File: src/rtl/one_to_seven_demux.sv
// one_to_seven_demux
//   Routes a single valid/ready input stream to one of seven output ports.
//   Each port has a one-word holding register. Words sent with in_sel = 7 are
//   discarded, and the saturating drop_cnt counts them.
//
// Ports
//   clk        rising-edge clock for all state
//   rst_n      asynchronous active-low reset
//   in_valid   source offers a word this cycle
//   in_ready   a word offered this cycle would be accepted
//   in_data    offered word (DATA_W bits)
//   in_sel     destination port 0..6, 7 = discard
//   out_valid  bit i: port i holds a valid word
//   out_ready  bit i: sink i consumes port i this cycle
//   out_data   port i word on bits [i*DATA_W +: DATA_W]
//   drop_cnt   saturating count of discarded words
//   busy       any port holds a word
module one_to_seven_demux #(
  parameter int DATA_W = 32,
  parameter int CNT_W  = 16
) (
  input  logic                  clk,
  input  logic                  rst_n,
  input  logic                  in_valid,
  output logic                  in_ready,
  input  logic [DATA_W-1:0]     in_data,
  input  logic [2:0]            in_sel,
  output logic [6:0]            out_valid,
  input  logic [6:0]            out_ready,
  output logic [7*DATA_W-1:0]   out_data,
  output logic [CNT_W-1:0]      drop_cnt,
  output logic                  busy
);

  localparam int         NPORT    = 7;
  localparam logic [2:0] SEL_DROP = 3'd7;

  logic [NPORT-1:0] port_hit;
  logic [NPORT-1:0] load;
  logic [NPORT-1:0] pop;
  logic             in_xfer;
  logic             drop_xfer;

  // One-hot decode of the destination. The discard code selects no port.
  always_comb begin
    port_hit = '0;
    for (int i = 0; i < NPORT; i++) begin
      port_hit[i] = (in_sel == 3'(i));
    end
  end

  // The selected port can take a word if it is empty or is being drained in
  // this same cycle. A discard never stalls. in_valid does not enter here, so
  // there is no combinational path from in_valid to in_ready.
  assign in_ready  = ~|(port_hit & out_valid & ~out_ready);

  assign in_xfer   = in_valid & in_ready;
  assign load      = port_hit & {NPORT{in_xfer}};
  assign drop_xfer = in_xfer & (in_sel == SEL_DROP);
  assign pop       = out_valid & out_ready;

  // Per-port holding register. A load wins over a pop, so a word can be
  // replaced in the same cycle it drains and each port sustains one word
  // per cycle.
  for (genvar p = 0; p < NPORT; p++) begin : g_port
    always_ff @(posedge clk or negedge rst_n) begin
      if (!rst_n) begin
        out_valid[p]                 <= 1'b0;
        out_data[p*DATA_W +: DATA_W] <= '0;
      end else if (load[p]) begin
        out_valid[p]                 <= 1'b1;
        out_data[p*DATA_W +: DATA_W] <= in_data;
      end else if (pop[p]) begin
        // Data is left as is; only the flag drops.
        out_valid[p]                 <= 1'b0;
      end
    end
  end

  // The counter sticks at all-ones instead of wrapping.
  always_ff @(posedge clk or negedge rst_n) begin
    if (!rst_n) begin
      drop_cnt <= '0;
    end else if (drop_xfer && (drop_cnt != '1)) begin
      drop_cnt <= drop_cnt + CNT_W'(1);
    end
  end

  assign busy = |out_valid;

endmodule

File: config.mk
export PLATFORM = sky130hd
export DESIGN_NAME = one_to_seven_demux
export DESIGN_NICKNAME = d
export VERILOG_FILES = /design/src/rtl/one_to_seven_demux.sv
export SDC_FILE = /design/constraint.sdc
export NUM_CORES = 1
export LEC_CHECK = 0
export ABC_AREA = 1
export BUFFER_PORTS_ARGS = -buffer_cell sky130_fd_sc_hd__buf_2
export CAP_MARGIN = 20
export CELL_PAD_IN_SITES_DETAIL_PLACEMENT = 1
export CELL_PAD_IN_SITES_GLOBAL_PLACEMENT = 1
export CORE_ASPECT_RATIO = 2
export CORE_MARGIN = 2
export CORE_UTILIZATION = 35
export CTS_BUF_LIST = sky130_fd_sc_hd__clkbuf_16
export DETAILED_ROUTE_END_ITERATION = 10
export PLACE_DENSITY_LB_ADDON = 0.1
export SYNTH_ARGS = -nofsm -noshare
export SYNTH_HDL_FRONTEND = slang
export SYNTH_SLANG_ARGS = --single-unit
export TNS_END_PERCENT = 20
File: constraint.sdc
create_clock -name clk -period 1.8 [get_ports clk]
set_input_delay 0.36 -clock clk [delete_from_list [all_inputs] [get_ports clk]]
set_output_delay 0.36 -clock clk [all_outputs]
set_load 0.05 [all_outputs]
==> impl_metrics.toml <==
[run_status]
status = "complete, but fails checks"
failed_checks = "setup timing"

[logic_synthesis]
synth_top_area_share_pct = 59.8
syn_area_per_cell_sq_um = 8.67
ys_seq_elements = 247
yosysUniqueCellTypes = 20
yosysTopAreaCell = "dfrtp_1"
ys_warn_count = 0
yosysSeqAreaShare_pct = 59.8
synthTopCellsByArea = "dfrtp_1, nand2_1, nand3_1, buf_2, inv_1"
syn_nets = 1238
synth_area_sq_um = 10300
syn_inst = 1192

[timing]
min_period_ns = 2.00
report.final.setup_viol = 182
hold_violations = 0
finClkSkew_ns = 0.0130
worst_slack_ns = -0.202
setup_tns_ns = -15.60
slew_headroom_pct = 61.7
drv_slew = 0
period_share_pct = 111
worstMarginPinSlew_ns = 0.574
grt_setup_unrepaired = "true"
clock.fmax_ghz = 0.499

[clocking]
cts-htree-levels = 1
cts_root_buf = "clkbuf_16"
path_clk_slew_ns = 0.07
clk_latency_ns = 0.53
numCtsBuffers = 24
cts.path.max_buffers = 3
clock_sinks = 247
cts_tree = "built"

[die]
dieArea_sq_um = 31000
initial_core_util_pct = 35.3
die_x_um = 126
die_y_um = 247
row_count = 89
io-pin-count = 294
core_area_sq_um = 29300

[pwr]
vdd_drop_max_v = 0.000753
power_density_nw_per_um2 = 1370
leakage_nw = 8.00

[place]
place_congestion = 0.801
dp_hpwl_mm = 26.5
post_dp_cell_area_sq_um = 12700
io_buffers = 293

[critical_path]
cp-start-kind = "flop"
cp.arrival_ns = 1.64
end_kind = "output port"
path_max_fanout = 3
crit_required_ns = 1.44
critical_path_class = "reg2out"

[cells_and_area]
final_area_sq_um = 14300
area_growth_pct = 38.3
layout-drive-gt1-share_pct = 33.0
nets = 1581
antenna_cells = 0

[routing]
drc = 0
wire_per_inst_um = 22.0
drt-total-wl_mm = 42.2
route.antenna.remaining_nets = 0
drtIter0Drc = 495
routed_via_density = 5.14
vias = 9836
firstDrtPassIters = 5

[hold_path]
hp-class = "in2reg"

[global_routing]
grt_usage_pct = 24.5
antenna_found_initial = 0
grt_max_degree = 59
grt_pass1_wl_mm = 59.7
grt_pass1_vias = 10100
grt_overflow = 0

[run]
cap_violations = 0
[kinds of logic (layout without fill, tap and decap cells)]
family | Yosys count | count (layout) | synth area share (%)
buf+inv | 112 | 471 | 4.84
fa+ha+maj | 1 | 1 | 0.121
simple gates | 800 | 800 | 32.9
xor+xnor | 12 | 12 | 1.02
compound gates | 20 | 20 | 1.36
flops | 247 | 247 | 59.8
[Yosys cell counts]
master	number
nand4_1	3
o21ai_0	4
nor2_4	1
xor2_1	12
nor4_1	1
nand3_2	7
nor3_1	8
inv_2	3
inv_1	36
dfrtp_1	247
nor2_2	2
nor2_1	27
clkbuf_1	27
buf_1	2
ha_1	1
o21bai_1	16
nand2_1	495
buf_2	34
nand3_1	256
buf_4	10
[per-layer routing]
metal | up-vias | share of wire (%) | GRT usage, %
met3 | 55 | 5.8 | 4.48
li1 | 4515 | - | -
met4 | 0 | 2.3 | 6.50
met2 | 307 | 51 | 42.7
met1 | 4959 | 41 | 31.3
met5 | - | 0 | 0
[where the power goes]
| part | leakage [nW] | internal [mW] | switching, mW |
|---|---|---|---|
| sequential | 3.04 | 6.66 | 0.712 |
| clock | 0.374 | 2.64 | 2.23 |
| combinational | 4.59 | 1.57 | 5.82 |
[what timing repair did]
action | CTS | global route
resized for setup | 10 | 97
endpoints found under the hold margin | 46 | 0
pin swaps | 2 | 5
buffers inserted | 1 | 13
hold buffers | 1 | 0
setup endpoints to repair | 2 | 246
gates cloned | 0 | 17
[registers in the layout, summed over array words and instances (netlist names)]
register	count
out_data	224
drop_cnt	16
out_valid	7
[stage by stage]
stage / total power, mW / hold slack, ns / cells / setup slack, ns / utilization [%]
after global placement: 14.4 / 0.357 / 1842 / -0.0143 / 43.5
after detailed placement: 14.6 / 0.365 / 1842 / -0.0667 / 43.5
final: 19.6 / 0.0311 / 1915 / -0.202 / 48.8
after CTS: 19.5 / 0.00765 / 1886 / -0.183 / 46.1
after global routing: 20.5 / 0.0313 / 1915 / -0.270 / 48.8
after floorplan: 12.3 / 0.0644 / 1192 / -0.110 / -
[area by class of cell]
| class | instances | area, sq um |
|---|---|---|
| clock buffers | 25 | 626 |
| clock inverters | 17 | 96.3 |
| fillers | 3507 | 15000 |
| inverters | 39 | 150 |
| multi-input cells | 833 | 3890 |
| flip-flops and latches | 247 | 6190 |
| well taps | 364 | 455 |
| repair buffers | 390 | 2880 |
[layout by cell type (no fill, tap or decap), types with 4 or more instances in the layout]
master       n
xor2_1      12
clkbuf_16   38
buf_8        6
nand3_1    254
nor2_2       7
nor2_1      20
buf_12      22
dfrtp_2     11
clkinv_2     5
buf_16       4
o21ai_0      4
nand2_2     46
clkinv_1     7
buf_2      291
o21bai_1    16
buf_4       40
nand2_1    448
dfrtp_1    236
buf_6       13
inv_2       11
nor3_1       6
inv_1       31
nand3_4      7
[worst max-delay path: stages, from the launching register on]
cell     delay, ns
dfrtp_2       0.43
inv_2         0.07
nor2_2        0.03
nand3_1       0.09
nand2_2       0.07
inv_2         0.05
nand2_2       0.06
nor2_4        0.14
buf_8         0.16
[final timing paths]
check / to / depth (start not counted) / startpoint / slack [ns]
worst max register to register: out_data[156] / 14 / out_valid[1] / -0.15
worst min register to register: out_data[31] / 2 / out_data[31] / 0.47
min in group asynchronous: drop_cnt[3] / 2 / rst_n / 0.38
worst max-delay path: in_ready / 8 / out_valid[1] / -0.20
worst min-delay path: out_valid[0] / 2 / out_ready[0] / 0.03
max in group asynchronous: out_data[59] / 3 / rst_n / 0.75
Power figures use the tool's default switching activity.
